## config.mk

```make
export PLATFORM = sky130hd
export DESIGN_NAME = conv_weight_loader_flat
export DESIGN_NICKNAME = d
export VERILOG_FILES = /design/src/rtl/conv_weight_loader_pkg.sv /design/src/rtl/conv_weight_loader_if.sv /design/src/rtl/conv_weight_loader_skid_queue.sv /design/src/rtl/conv_weight_loader.sv /design/src/flat_wrapper.sv
export SDC_FILE = /design/constraint.sdc
export NUM_CORES = 1
export LEC_CHECK = 0
export BUFFER_PORTS_ARGS = -buffer_cell sky130_fd_sc_hd__buf_2
export CORE_MARGIN = 5
export CORE_UTILIZATION = 37
export DETAILED_ROUTE_END_ITERATION = 10
export PLACE_DENSITY = 0.66
export SYNTH_ARGS = -nofsm -noshare
export SYNTH_HDL_FRONTEND = slang
export SYNTH_SLANG_ARGS = --single-unit
```

## constraint.sdc

```tcl
create_clock -name clk -period 15.1 [get_ports clk]
set_clock_uncertainty 0.15 [all_clocks]
set_input_delay 2.265 -clock clk [delete_from_list [all_inputs] [get_ports clk]]
set_output_delay 2.265 -clock clk [all_outputs]
set_load 0.03 [all_outputs]
```

## src/rtl/conv_weight_loader_pkg.sv

```systemverilog
// Shared types and constants for the conv layer weight loader.
package conv_weight_loader_pkg;

  typedef enum logic [1:0] {
    IDLE  = 2'd0,
    RUN   = 2'd1,
    DRAIN = 2'd2,
    DONE  = 2'd3
  } wload_state_t;

  localparam int WLOAD_QDEPTH = 2;

endpackage

```

## src/rtl/conv_weight_loader_if.sv

```systemverilog
// Weight-memory read port and per-row weight-buffer write port of the loader.
interface conv_weight_loader_if #(
  parameter int ADDR_W     = 16,
  parameter int WH         = 4,
  parameter int WW         = 3,
  parameter int DATA_WIDTH = 8
);
  logic                                      mem_rd_en;
  logic [ADDR_W-1:0]                         mem_addr;
  logic [WH*WW*DATA_WIDTH-1:0]               mem_rd_data;
  logic [WH-1:0]                             weight_buffer_wren;
  logic [WH-1:0][WW-1:0][DATA_WIDTH-1:0]     weight_buffer_din;
  logic [WH-1:0]                             weight_buffer_full;

  modport master (
    output mem_rd_en, mem_addr, weight_buffer_wren, weight_buffer_din,
    input  mem_rd_data, weight_buffer_full
  );

  modport slave (
    input  mem_rd_en, mem_addr, weight_buffer_wren, weight_buffer_din,
    output mem_rd_data, weight_buffer_full
  );
endinterface

```

## src/rtl/conv_weight_loader_skid_queue.sv

```systemverilog
// Two-entry FIFO that absorbs the one-cycle weight memory read latency.
module wload_skid_queue
  import conv_weight_loader_pkg::*;
#(
  parameter int WIDTH = 8
) (
  input  logic             clk,
  input  logic             rst,
  input  logic             push,
  input  logic             pop,
  input  logic [WIDTH-1:0] din,
  output logic [WIDTH-1:0] dout,
  output logic [1:0]       count
);

  logic [WIDTH-1:0] mem_r [WLOAD_QDEPTH];
  logic             wr_ptr_r;
  logic             rd_ptr_r;
  logic [1:0]       count_r;

  // Storage, pointers and occupancy
  always_ff @(posedge clk or posedge rst) begin
    if (rst) begin
      for (int i = 0; i < WLOAD_QDEPTH; i++) begin
        mem_r[i] <= '0;
      end
      wr_ptr_r <= 1'b0;
      rd_ptr_r <= 1'b0;
      count_r  <= 2'd0;
    end else begin
      if (push) begin
        mem_r[wr_ptr_r] <= din;
        wr_ptr_r        <= ~wr_ptr_r;
      end
      if (pop) begin
        rd_ptr_r <= ~rd_ptr_r;
      end
      case ({push, pop})
        2'b10:   count_r <= count_r + 2'd1;
        2'b01:   count_r <= count_r - 2'd1;
        default: count_r <= count_r;
      endcase
    end
  end

  assign dout  = mem_r[rd_ptr_r];
  assign count = count_r;

endmodule

```

## src/rtl/conv_weight_loader.sv

```systemverilog
// Replays a layer's packed weight words from weight memory into the per-row weight buffers.
// Optional WLOAD_CHECKSUM_EN adds a running byte-sum of all written weights.
module conv_weight_loader
  import conv_weight_loader_pkg::*;
#(
  parameter int WH          = 4,
  parameter int WW          = 3,
  parameter int DATA_WIDTH  = 8,
  parameter int GROUP_WORDS = 4,
  parameter int ADDR_W      = 16
) (
  input  logic              clk,
  input  logic              rst,
  input  logic              start,
  input  logic [ADDR_W-1:0] base_addr,
  input  logic [15:0]       num_groups,
  input  logic [15:0]       num_passes,
  conv_weight_loader_if.master bus,
  output logic              busy,
  output logic              done
`ifdef WLOAD_CHECKSUM_EN
  ,
  output logic [31:0]       checksum
`endif
);

  localparam int WORD_W = WH * WW * DATA_WIDTH;

  wload_state_t      state_r;
  logic [15:0]       word_cnt_r, group_cnt_r, pass_cnt_r;
  logic [15:0]       num_groups_r, num_passes_r;
  logic [ADDR_W-1:0] base_r, addr_ptr_r, mem_addr_r;
  logic              mem_rd_en_r, rd_valid_r, busy_r, done_r;
  logic [WH-1:0]     wren_r;
  logic [WORD_W-1:0] din_r;

  logic              idle_s, zero_size_s, full_any_s, pop_s, issue_s, drain_done_s;
  logic              last_word_s, last_group_s, last_pass_s, end_pass_s, last_read_s;
  logic [15:0]       cur_word_s, cur_group_s, cur_pass_s, cur_groups_s, cur_passes_s;
  logic [15:0]       nxt_word_s, nxt_group_s, nxt_pass_s;
  logic [ADDR_W-1:0] cur_ptr_s, cur_base_s, nxt_ptr_s;
  logic [2:0]        occ_s;
  logic              q_push_s, q_pop_s;
  logic [WORD_W-1:0] q_dout, head_data_s;
  logic [1:0]        q_count;

  wload_skid_queue #(.WIDTH(WORD_W)) u_queue (
    .clk   (clk),
    .rst   (rst),
    .push  (q_push_s),
    .pop   (q_pop_s),
    .din   (bus.mem_rd_data),
    .dout  (q_dout),
    .count (q_count)
  );

  // Write-stage head selection: the returning read bypasses an empty queue
  always_comb begin
    full_any_s   = |bus.weight_buffer_full;
    pop_s        = ((q_count != 2'd0) || rd_valid_r) && !full_any_s;
    head_data_s  = (q_count != 2'd0) ? q_dout : bus.mem_rd_data;
    q_pop_s      = pop_s && (q_count != 2'd0);
    q_push_s     = rd_valid_r && !(pop_s && (q_count == 2'd0));
    occ_s        = 3'(q_count) + 3'(rd_valid_r) + 3'(mem_rd_en_r) - 3'(pop_s);
    drain_done_s = !mem_rd_en_r && !rd_valid_r && (q_count == 2'd0);
  end

  // Read sequencing; in IDLE the start inputs stand in for the latched values
  always_comb begin
    idle_s       = (state_r == IDLE);
    zero_size_s  = (num_groups == 16'd0) || (num_passes == 16'd0);
    cur_word_s   = idle_s ? 16'd0 : word_cnt_r;
    cur_group_s  = idle_s ? 16'd0 : group_cnt_r;
    cur_pass_s   = idle_s ? 16'd0 : pass_cnt_r;
    cur_groups_s = idle_s ? num_groups : num_groups_r;
    cur_passes_s = idle_s ? num_passes : num_passes_r;
    cur_ptr_s    = idle_s ? base_addr : addr_ptr_r;
    cur_base_s   = idle_s ? base_addr : base_r;
    last_word_s  = (cur_word_s == 16'(GROUP_WORDS - 1));
    last_group_s = (cur_group_s == cur_groups_s - 16'd1);
    last_pass_s  = (cur_pass_s == cur_passes_s - 16'd1);
    end_pass_s   = last_word_s && last_group_s;
    last_read_s  = end_pass_s && last_pass_s;
    nxt_word_s   = last_word_s ? 16'd0 : cur_word_s + 16'd1;
    nxt_group_s  = last_word_s ? (last_group_s ? 16'd0 : cur_group_s + 16'd1) : cur_group_s;
    nxt_pass_s   = end_pass_s ? cur_pass_s + 16'd1 : cur_pass_s;
    nxt_ptr_s    = end_pass_s ? cur_base_s : cur_ptr_s + ADDR_W'(1);
    if (idle_s) begin
      issue_s = start && !zero_size_s;
    end else begin
      issue_s = (state_r == RUN) && (occ_s < 3'd2);
    end
  end

  // Control FSM with registered read strobe, address, busy and done
  always_ff @(posedge clk or posedge rst) begin
    if (rst) begin
      state_r      <= IDLE;
      word_cnt_r   <= 16'd0;
      group_cnt_r  <= 16'd0;
      pass_cnt_r   <= 16'd0;
      num_groups_r <= 16'd0;
      num_passes_r <= 16'd0;
      base_r       <= '0;
      addr_ptr_r   <= '0;
      mem_addr_r   <= '0;
      mem_rd_en_r  <= 1'b0;
      rd_valid_r   <= 1'b0;
      busy_r       <= 1'b0;
      done_r       <= 1'b0;
    end else begin
      mem_rd_en_r <= issue_s;
      rd_valid_r  <= mem_rd_en_r;
      done_r      <= 1'b0;
      if (issue_s) begin
        mem_addr_r  <= cur_ptr_s;
        addr_ptr_r  <= nxt_ptr_s;
        word_cnt_r  <= nxt_word_s;
        group_cnt_r <= nxt_group_s;
        pass_cnt_r  <= nxt_pass_s;
      end
      case (state_r)
        IDLE: begin
          busy_r <= 1'b0;
          if (start) begin
            base_r       <= base_addr;
            num_groups_r <= num_groups;
            num_passes_r <= num_passes;
            busy_r       <= 1'b1;
            if (zero_size_s) begin
              state_r <= DONE;
              done_r  <= 1'b1;
            end else if (last_read_s) begin
              state_r <= DRAIN;
            end else begin
              state_r <= RUN;
            end
          end
        end
        RUN: begin
          if (issue_s && last_read_s) begin
            state_r <= DRAIN;
          end
        end
        DRAIN: begin
          if (drain_done_s) begin
            state_r <= DONE;
            done_r  <= 1'b1;
          end
        end
        DONE: begin
          state_r <= IDLE;
          busy_r  <= 1'b0;
        end
        default: begin
          state_r <= IDLE;
          busy_r  <= 1'b0;
        end
      endcase
    end
  end

  // Write stage: a stalled word stays queued rather than being split across rows
  always_ff @(posedge clk or posedge rst) begin
    if (rst) begin
      wren_r <= '0;
      din_r  <= '0;
    end else if (pop_s) begin
      wren_r <= '1;
      din_r  <= head_data_s;
    end else begin
      wren_r <= '0;
      din_r  <= '0;
    end
  end

`ifdef WLOAD_CHECKSUM_EN
  function automatic logic [31:0] word_sum(input logic [WORD_W-1:0] w);
    logic [31:0] s;
    s = 32'd0;
    for (int i = 0; i < WH * WW; i++) begin
      s = s + 32'(w[i*DATA_WIDTH +: DATA_WIDTH]);
    end
    return s;
  endfunction

  logic [31:0] checksum_r;

  // Running sum of every weight committed to the buffers
  always_ff @(posedge clk or posedge rst) begin
    if (rst) begin
      checksum_r <= 32'd0;
    end else if (idle_s && start) begin
      checksum_r <= 32'd0;
    end else if (pop_s) begin
      checksum_r <= checksum_r + word_sum(head_data_s);
    end else begin
      checksum_r <= checksum_r;
    end
  end

  assign checksum = checksum_r;
`endif

  assign bus.mem_rd_en          = mem_rd_en_r;
  assign bus.mem_addr           = mem_addr_r;
  assign bus.weight_buffer_wren = wren_r;
  assign bus.weight_buffer_din  = din_r;
  assign busy                   = busy_r;
  assign done                   = done_r;

endmodule

```

## src/flat_wrapper.sv

```systemverilog
// flat-port wrapper written by rule: the top's interface ports become plain ports
module conv_weight_loader_flat import conv_weight_loader_pkg::*;
#(
  parameter int WH          = 4,
  parameter int WW          = 3,
  parameter int DATA_WIDTH  = 8,
  parameter int GROUP_WORDS = 4,
  parameter int ADDR_W      = 16
)
  (clk, rst, start, base_addr, num_groups, num_passes, busy, done, bus_mem_rd_en, bus_mem_addr, bus_weight_buffer_wren, bus_weight_buffer_din, bus_mem_rd_data, bus_weight_buffer_full);
  conv_weight_loader_if #(.ADDR_W(ADDR_W), .WH(WH), .WW(WW), .DATA_WIDTH(DATA_WIDTH)) bus_i ();
  input  logic clk;
  input  logic rst;
  input  logic start;
  input  logic [ADDR_W-1:0] base_addr;
  input  logic [15:0] num_groups;
  input  logic [15:0] num_passes;
  output logic busy;
  output logic done;
  output wire logic [$bits(bus_i.mem_rd_en)-1:0] bus_mem_rd_en;
  output wire logic [$bits(bus_i.mem_addr)-1:0] bus_mem_addr;
  output wire logic [$bits(bus_i.weight_buffer_wren)-1:0] bus_weight_buffer_wren;
  output wire logic [$bits(bus_i.weight_buffer_din)-1:0] bus_weight_buffer_din;
  input wire logic [$bits(bus_i.mem_rd_data)-1:0] bus_mem_rd_data;
  input wire logic [$bits(bus_i.weight_buffer_full)-1:0] bus_weight_buffer_full;
  assign bus_mem_rd_en = bus_i.mem_rd_en;
  assign bus_mem_addr = bus_i.mem_addr;
  assign bus_weight_buffer_wren = bus_i.weight_buffer_wren;
  assign bus_weight_buffer_din = bus_i.weight_buffer_din;
  assign bus_i.mem_rd_data = bus_mem_rd_data;
  assign bus_i.weight_buffer_full = bus_weight_buffer_full;
  conv_weight_loader #(.WH(WH), .WW(WW), .DATA_WIDTH(DATA_WIDTH), .GROUP_WORDS(GROUP_WORDS), .ADDR_W(ADDR_W)) u_core (.clk(clk), .rst(rst), .start(start), .base_addr(base_addr), .num_groups(num_groups), .num_passes(num_passes), .bus(bus_i), .busy(busy), .done(done));
endmodule
```

==> results of run 1 <==
[state kept, by name, summed over array words and instances (netlist names), 2 cells and up]
signal and count:
u_core.group_cnt_r 16, u_core.bus.weight_buffer_din 96, u_core.u_queue.mem_r 192, u_core.num_groups_r 16, u_core.bus.mem_addr 16, u_core.state_r 2
u_core.u_queue.count 2, u_core.word_cnt_r 16, u_core.pass_cnt_r 16, u_core.base_r 16, u_core.num_passes_r 16, u_core.addr_ptr_r 16
[worst max path at each step]
stage,from,endpoint,slack (ps),cells past startpoint
6_report,bus_weight_buffer_full[1],u_core.pass_cnt_r[9]$_DFFE_PP0N_,8010,19
5_1_grt,bus_weight_buffer_full[1],u_core.pass_cnt_r[13]$_DFFE_PP0N_,7740,19
4_1_cts,bus_weight_buffer_full[1],u_core.pass_cnt_r[9]$_DFFE_PP0N_,8050,19
3_5_place_dp,bus_weight_buffer_full[0],u_core.pass_cnt_r[9]$_DFFE_PP0N_,7420,19
3_3_place_gp,bus_weight_buffer_full[0],u_core.pass_cnt_r[9]$_DFFE_PP0N_,7540,19
2_1_floorplan,rst,u_core.addr_ptr_r[0]$_DFFE_PP0N_,800,1
[critical path: stages]
cell and delay [ps]:
buf_2 100, nor4_1 340, buf_4 240, a21boi_0 280, ha_1 280, inv_1 60, ha_1 220, a21o_1 190
fa_1 370, xnor2_1 140, or4_1 660, and2_2 290, inv_1 50, buf_4 320, nand2_1 230, nor4_4 620
nand2_2 370, nor3_1 290, xnor2_1 150
[power by group through the flow]
| stage | registers [uW] | clock network [uW] | logic [uW] |
|---|---|---|---|
| global route | 1900 | 1230 | 1860 |
| global placement | 1830 | 0 | 1640 |
| CTS | 1850 | 1180 | 1700 |
| floorplan | 1830 | 0 | 1310 |
| detailed placement | 1870 | 0 | 1690 |
| finish | 1850 | 1150 | 1680 |
[cells in the mapped netlist (13+ instances only)]
master,n
and3_1,20
nor3_1,40
nor2_1,57
nor4_1,16
ha_1,13
inv_1,22
clkbuf_1,64
o21ai_0,185
dfrtp_1,427
nor3b_1,14
nand3_1,31
buf_2,20
xor2_1,27
xnor2_1,58
mux2i_1,129
a21oi_1,40
or3_1,16
mux2_2,240
nand2_1,235
buf_1,15
nor2b_1,18
[final cells by class]
cell class	count	area, um2	share of cell area [%]
antenna	12	30.03	0.1234
timing repair buffer	288	1501	6.169
tap	748	935.9	3.845
clock buffer	70	1384	5.686
sequential	427	10690	43.92
clock inverter	17	193.9	0.7968
inverter	23	93.84	0.3856
multi-input combinational	1319	9510	39.08
[kinds of logic after synthesis]
| family | synth area share, % |
|---|---|
| buffers and inverters | 2.695 |
| multiplexers | 19.29 |
| AND/OR/NAND/NOR | 12.41 |
| XOR/XNOR | 3.595 |
| AO/OA/AOI/OAI | 9.535 |
| flip-flops | 51.60 |
| adder cells (fa/ha/maj) | 0.8822 |
[metrics by stage]
step                      total power (uW)  worst slack [ps]
after floorplan                       3138             795.1
after global placement                3469              7539
after detailed placement              3557              7417
after CTS                             4732              8048
after global routing                  4989              7737
final                                 4684              8008
[per-layer routing]
layer / global-route usage [%] / wire length, um / up-vias / share of wire (%)
met5: 0 / 142 / - / 0.27
met4: 5.235 / 1449 / 20 / 2.7
met3: 5.880 / 4291 / 118 / 8.0
met2: 28.70 / 25720 / 385 / 48
met1: 21.17 / 21950 / 7656 / 41
li1: - / - / 7137 / -
==> flow_summary.json, run 1 <==
{
  "post-dp-hpwl_um": 35290,
  "post_cts_buffers": 0,
  "synth.avg_cell_area_um2": 11.04,
  "maxSlewHeadroom_pct": 19.00,
  "pwr-share-clk_pct": 24.6,
  "grt-ovfl-total": 0,
  "hold_slack_ps": 324.2,
  "fin_crit_ps": 7092,
  "synthArstFlopShare_pct": 100.0,
  "clk_pin_slew_ps": 60,
  "worst_hold_startpoint": "u_core.bus.mem_addr[9]$_DFFE_PP0N_",
  "powerDensity_nw_per_um2": 192.5,
  "ir_drop_v": 0.0001317,
  "required_ps": 15470,
  "clk_path_buf_depth": 3,
  "grt_util_all_layers_pct": 17.20,
  "grt_max_degree": 186,
  "fmax_mhz": 141.0,
  "rr_startpoint": "u_core.u_queue.count[0]$_DFFE_PP0P_",
  "io_pins": 270,
  "vias": 15320,
  "fin_cells": 2904,
  "status": "finished clean",
  "drive_above_1_share_pct": 29.99,
  "synth_area_leaders": "dfrtp_1 52%, mux2_2 13%, mux2i_1 6.2%, o21ai_0 4.5%, nand2_1 4.3%",
  "core-area_um2": 55310,
  "dp_cells": 2805,
  "synth_enable_flop_cells": 0,
  "synth_cells": 1876,
  "critPathCaptureType": "register",
  "p_sw_share_pct": 35.60,
  "dpl_cell_area_um2": 22730,
  "dr.pass1.iters": 5,
  "layout_commonest_cell": "dfrtp_1",
  "pwr-share-comb_pct": 36.0,
  "post_synth_num_cell_types": 82,
  "final_cell_area_um2": 24340,
  "wl_um": 53550,
  "yosys_register_bits": 427,
  "ys_warn_count": 0,
  "cts.sinks": 427,
  "wl_per_cell_um": 18.44,
  "r2r_cells": 17,
  "setup_tns_ps": 0,
  "viasPerCell": 5.274,
  "die_h_um": 246.6,
  "htree_levels": 2,
  "die_w_um": 246.6,
  "setup_viol": 0,
  "grt_pass1_wl_um": 85360,
  "fill_cells": 5190,
  "p_leak_uw": 0.01090,
  "drc": 0,
  "grt_pass1_vias": 15920,
  "syn-cell-area_um2": 20710,
  "worst_pin_slew_ps": 1210,
  "drtIter0Drc": 1009,
  "cts_resized": 0,
  "portBuffers": 269,
  "internal-power_uw": 3017,
  "cts_tree": "yes",
  "synth_top_area_share_pct": 51.60,
  "ys.flop_type": "dfrtp_1",
  "worstSetupStartpointType": "primary input",
  "cp_max_fo": 31,
  "hold_end": "u_core.bus.mem_addr[9]$_DFFE_PP0N_",
  "arrival_ps": 7470,
  "syn-num-nets": 2041,
  "final_cell_mix": "426 x dfrtp_1, 269 x buf_2, 240 x mux2_2",
  "r2r_end": "u_core.pass_cnt_r[9]$_DFFE_PP0N_",
  "maxSlewViolCount": 0,
  "power_frac_seq_pct": 39.5,
  "finalCritPeriodShare_pct": 46.97,
  "rsz0062_at_grt": "no",
  "start_util_pct": 37.44,
  "insertion_delay_ps": 600,
  "yosysTopAreaCell": "dfrtp_1",
  "grt_antenna_before_repair": 17,
  "rrSetupSlack_ps": 9780,
  "area_growth_pct": 17.53,
  "detail-route-antenna-nets": 0,
  "rows": 86,
  "nets": 2272,
  "final_util_pct": 44.01,
  "root_buffer": "clkbuf_16",
  "numCtsBuffers": 48,
  "gp_congestion": 0.8501,
  "switchingPower_uw": 1668,
  "cts-hold-fix-buffers": 0,
  "max_cap_viol_count": 0,
  "setup.worst_path.class": "in2reg",
  "min_path_cells": 2,
  "hold_viol": 0,
  "min_path_type": "reg2reg",
  "die_area_um2": 60800,
  "ys_seq_area_share_pct": 51.60
}
Note: power is estimated with default switching activity, not from simulation.
==> run 2: changes to the inputs <==
- clock period: 15.1 -> 6.2 ns (I/O delays scaled with it)
==> run 2 against run 1 <==
Effect of this change: total power increased to 2.5 times the previous value; largest power group unchanged; die area unchanged; non-clock buffer count increased by 4; global-route usage increased by 0.13 points; utilization increased by 0.43 points; clock power increased to 2.7 times the previous value; cell area increased by 0.98%; worst hold slack got worse by 12 ps; register-to-register slack got worse by 8200 ps; wire length increased by 0.68%.
==> flow_summary.json, run 2 (same netlist as run 1, synthesis figures left out) <==
{
  "status": "finished clean",
  "cts.sinks": 427,
  "layout_commonest_cell": "dfrtp_1",
  "die_area_um2": 60800,
  "area_growth_pct": 18.69,
  "power.total_uw": 11750,
  "cp_max_fo": 45,
  "grt-ovfl-total": 0,
  "detail-route-antenna-nets": 0,
  "fmax_mhz": 214.8,
  "setup_viol": 0,
  "hold_slack_ps": 312.2,
  "setup_tns_ps": 0,
  "drive_above_1_share_pct": 30.08,
  "cpPeakStageDelay_ps": 490,
  "final_util_pct": 44.44,
  "grt_pass1_wl_um": 85640,
  "min_path_type": "reg2reg",
  "worstPathCellList": "inv_1 -> ha_4 -> mux2i_1 -> ha_1 -> nor4b_2 -> a22oi_1 -> o21ba_2 -> mux2i_1 -> nand3_1 -> nor4_4 -> buf_4 -> or3_1 -> a21oi_1 -> a211o_1",
  "setup.worst_path.class": "reg2reg",
  "hold_viol": 0,
  "cts_tree": "yes",
  "post-dp-hpwl_um": 35770,
  "p_leak_uw": 0.01102,
  "cts_resized": 0,
  "maxSlewHeadroom_pct": 21.61,
  "drtIter0Drc": 1003,
  "maxSlewViolCount": 0,
  "cpMostUsedCell": "mux2i_1",
  "insertion_delay_ps": 600,
  "largest_register": "u_core.u_queue.mem_r",
  "rows": 86,
  "fill_cells": 5164,
  "htree_levels": 2,
  "rr_startpoint": "u_core.state_r[1]$_DFFE_PP0P_",
  "gp_congestion": 0.8423,
  "grt_util_all_layers_pct": 17.33,
  "fin_cells": 2908,
  "die_h_um": 246.6,
  "critPathCaptureType": "register",
  "cts-hold-fix-buffers": 0,
  "clk_pin_slew_ps": 60,
  "powerDensity_nw_per_um2": 477.9,
  "nets": 2276,
  "slowest_stage": "buf_4",
  "grt_antenna_before_repair": 20,
  "finalCritPeriodShare_pct": 75.09,
  "fin_crit_ps": 4655,
  "max_cap_viol_count": 0,
  "io_pins": 270,
  "grt_max_degree": 186,
  "final_cell_mix": "426 x dfrtp_1, 269 x buf_2, 240 x mux2_2",
  "worst_hold_startpoint": "u_core.bus.mem_rd_en$_DFF_PP0_",
  "arrival_ps": 4990,
  "required_ps": 6530,
  "drc": 0,
  "worst_pin_slew_ps": 1171,
  "wl_um": 53920,
  "grt_pass1_vias": 16060,
  "critical_path.startpoint": "u_core.state_r[1]$_DFFE_PP0P_",
  "root_buffer": "clkbuf_16",
  "post_cts_buffers": 0,
  "start_util_pct": 37.44,
  "viasPerCell": 5.349,
  "largest_register_ffs": 192,
  "numCtsBuffers": 48,
  "dp_cells": 2809,
  "vias": 15550,
  "worstSetupStartpointType": "register",
  "clk_path_buf_depth": 3,
  "wl_per_cell_um": 18.54,
  "ir_drop_v": 0.0002788,
  "core-area_um2": 55310,
  "rsz0062_at_grt": "no",
  "dr.pass1.iters": 7,
  "die_w_um": 246.6,
  "portBuffers": 269
}
run 2: worst max-delay path, delay by kind of cell, from the launching register on:
| kind | cells | cell delay, ps |
|---|---|---|
| AND/OR/NAND/NOR | 4 | 1130 |
| AO/OA/AOI/OAI | 4 | 910 |
| adder cells (fa/ha/maj) | 2 | 750 |
| buffers and inverters | 2 | 650 |
| multiplexers | 2 | 520 |
| flip-flops | 1 | 420 |
run 2: final timing paths:
path | to | cells after the start | slack, ps
max in group asynchronous | u_core.u_queue.rd_ptr_r$_DFFE_PP0P_ | 3 | 4030
worst min register to register | u_core.rd_valid_r$_DFF_PP0_ | 0 | 310
worst min-delay path | u_core.rd_valid_r$_DFF_PP0_ | 0 | 310
min in group asynchronous | u_core.bus.weight_buffer_din[58]$_DFF_PP0_ | 2 | 390
worst max register to register | u_core.addr_ptr_r[7]$_DFFE_PP0N_ | 14 | 1540
worst max-delay path | u_core.addr_ptr_r[7]$_DFFE_PP0N_ | 14 | 1540
run 2: final cells by class:
type / count / area, um2 / area share, %
multi-input cells: 1319 / 9510 / 38.70
clock inverters: 20 / 394.1 / 1.604
flip-flops and latches: 427 / 10690 / 43.49
inverters: 23 / 90.09 / 0.3665
clock buffers: 70 / 1354 / 5.508
repair buffers: 292 / 1582 / 6.435
well taps: 748 / 935.9 / 3.808
diodes: 9 / 22.52 / 0.09164
run 2: where the power goes:
| part | internal [uW] | total (uW) | switching (uW) |
|---|---|---|---|
| registers | 3780 | 4500 | 715 |
| clock network | 1910 | 3100 | 1200 |
| logic | 1970 | 4150 | 2170 |
run 2: metal layers:
layer	global-route usage [%]	vias to the layer above	wire, um
li1	-	7160	-
met1	20.93	7787	21730
met2	29.09	468	26040
met3	5.576	119	4307
met4	6.351	20	1701
met5	0	-	129
run 2: per-stage QoR:
| step | area (um2) | setup slack (ps) |
|---|---|---|
| final | 24580 | 1545 |
| after global routing | 24570 | 1178 |
| after CTS | 24550 | 1578 |
| after detailed placement | 22810 | 968.9 |
| after global placement | 22810 | 1127 |
| after floorplan | 20710 | -643.4 |
==> run 3: changes to the inputs <==
- PLACE_DENSITY: 0.66 -> 0.64
- clock period: 6.2 -> 4.8 ns (I/O delays scaled with it)
==> run 3 against run 2 <==
Effect of this change: sequential cell count stayed put; wire length is 1.2% lower; clock power is 20% higher; global-route usage is 0.064 points lower; cell count is 0.38% higher; via count is 1.5% lower; register-to-register slack worse by 980 ps; non-clock buffer count is 21 higher; cell area is 0.47% higher; combinational power is 33% higher; critical path depth is 5 higher; clock-buffer cell count is 5 lower; critical path type is now in2reg; critical endpoint is now u_core.pass_cnt_r[15]$_DFFE_PP0N_.
==> flow_summary.json, run 3 (same netlist as run 1, synthesis figures left out) <==
{
  "start_util_pct": 37.44,
  "cp_max_fo": 5,
  "root_buffer": "clkbuf_16",
  "area_growth_pct": 19.25,
  "maxSlewViolCount": 0,
  "clk_path_buf_depth": 3,
  "place_ws_ps": -50.20,
  "nets": 2296,
  "internal-power_uw": 9710,
  "detail-route-antenna-nets": 0,
  "core-area_um2": 55310,
  "final_cell_mix": "426 x dfrtp_1, 269 x buf_2, 240 x mux2_2",
  "required_ps": 5180,
  "finalCritPeriodShare_pct": 88.53,
  "setup_tns_ps": 0,
  "rows": 86,
  "grt_antenna_before_repair": 17,
  "drive_above_1_share_pct": 31.27,
  "wl_um": 53270,
  "worstSetupStartpointType": "primary input",
  "post_cts_buffers": 0,
  "cts_tree": "yes",
  "cts.sinks": 427,
  "dr.pass1.iters": 5,
  "maxSlewHeadroom_pct": 33.17,
  "grt_max_degree": 165,
  "min_path_type": "in2async",
  "worstPathCellList": "buf_2 -> nor4_1 -> buf_4 -> a21boi_0 -> ha_1 -> inv_1 -> ha_1 -> a21o_1 -> fa_1 -> xnor2_1 -> or4_1 -> and2_2 -> inv_1 -> nand2_1 -> nor4_4 -> nand2_2 -> buf_4 -> nor2_2 -> xnor2_1",
  "io_pins": 270,
  "die_h_um": 246.6,
  "gp_congestion": 0.9020,
  "fin_crit_ps": 4249,
  "worst_pin_slew_ps": 998.6,
  "cpPeakStageDelay_ps": 490,
  "grt_pass1_wl_um": 85820,
  "ir_drop_v": 0.0003391,
  "cts_resized": 0,
  "numCtsBuffers": 47,
  "switchingPower_uw": 5311,
  "setup_viol": 0,
  "power_frac_seq_pct": 38.7,
  "powerDensity_nw_per_um2": 608.3,
  "die_w_um": 246.6,
  "power.total_uw": 15020,
  "layout_commonest_cell": "dfrtp_1",
  "p_sw_share_pct": 35.36,
  "drc": 0,
  "viasPerCell": 5.247,
  "max_cap_viol_count": 0,
  "rsz0062_at_grt": "no",
  "vias": 15320,
  "pwr-share-comb_pct": 36.6,
  "portBuffers": 269,
  "grt_util_all_layers_pct": 17.26,
  "hold_viol": 0,
  "pwr-share-clk_pct": 24.7,
  "clk_pin_slew_ps": 60,
  "die_area_um2": 60800,
  "hold_slack_ps": 42.81,
  "largest_register_ffs": 192,
  "grt-ovfl-total": 0,
  "grt_pass1_vias": 15580,
  "p_leak_uw": 0.01107,
  "htree_levels": 2,
  "critPathCaptureType": "register",
  "setup.worst_path.class": "in2reg",
  "cts-hold-fix-buffers": 0,
  "status": "finished clean",
  "fmax_mhz": 235.3,
  "drtIter0Drc": 1053,
  "largest_register": "u_core.u_queue.mem_r",
  "slowest_stage": "or4_1",
  "arrival_ps": 4620,
  "insertion_delay_ps": 610,
  "wl_per_cell_um": 18.25,
  "post-dp-hpwl_um": 35610,
  "worst_slack_ps": 550.7
}
==> run 3: cell types whose count changed in the layout (fill, tap and decap cells not counted), moves of 4 or more <==
cell,previous run,this run
diode_2,9,3
clkbuf_1,15,7
buf_12,5,10
buf_4,18,34
clkinvlp_4,1,6
clkbuf_8,7,11
bufinv_16,9,3
==> run 3: worst max-delay path: cells and delay by family <==
family | cells | cell delay, ps
simple gates | 7 | 1600
xor+xnor | 2 | 270
fa+ha+maj | 3 | 870
compound gates | 2 | 470
buf+inv | 5 | 690
==> run 3: stage by stage <==
| step | cells | instance area (um2) | utilization, % |
|---|---|---|---|
| after floorplan | 1876 | 20790 | - |
| after global routing | 2918 | 24690 | 44.64 |
| final | 2919 | 24690 | 44.65 |
| after CTS | 2916 | 24690 | 44.63 |
| after global placement | 2830 | 23060 | 41.69 |
| after detailed placement | 2830 | 23060 | 41.69 |
==> run 3: path summary, 6_finish.rpt <==
path / endpoint / slack, ps / start / cells past startpoint
hold / removal: u_core.u_queue.mem_r[65]$_DFFE_PP0P_ / 40 / rst / 2
setup / recovery: u_core.pass_cnt_r[15]$_DFFE_PP0N_ / 550 / bus_weight_buffer_full[1] / 19
setup reg to reg: u_core.addr_ptr_r[4]$_DFFE_PP0N_ / 560 / u_core.state_r[0]$_DFFE_PP0P_ / 13
hold reg to reg: u_core.bus.mem_addr[9]$_DFFE_PP0N_ / 320 / u_core.bus.mem_addr[9]$_DFFE_PP0N_ / 2
max in group asynchronous: u_core.u_queue.mem_r[27]$_DFFE_PP0P_ / 3190 / rst / 3
min in group clk: u_core.bus.weight_buffer_din[1]$_DFF_PP0_ / 190 / bus_mem_rd_data[1] / 3
==> run 3: final cells by class <==
type | count | area [um2]
diodes | 3 | 7.507
clock inverters | 21 | 275.3
inverters | 23 | 90.09
repair buffers | 313 | 1802
multi-input cells | 1319 | 9540
clock buffers | 65 | 1354
fillers | 5209 | 30610
flip-flops and latches | 427 | 10690
well taps | 748 | 935.9
==> run 3: metal layers <==
metal  GRT usage, %  wire length [um]  vias up
li1               -                 -     7205
met1          22.28             22440     7587
met2          28.07             25190      396
met3          5.337              4101      105
met4          5.153              1406       24
met5              0               133        -
==> run 3: power groups by stage <==
stage	combinational (uW)	clock, uW	sequential (uW)
3_3_place_gp	5350	0	5780
5_1_grt	6060	3980	5960
4_1_cts	5530	3830	5810
6_report	5500	3720	5810
2_1_floorplan	4190	0	5750
3_5_place_dp	5510	0	5860
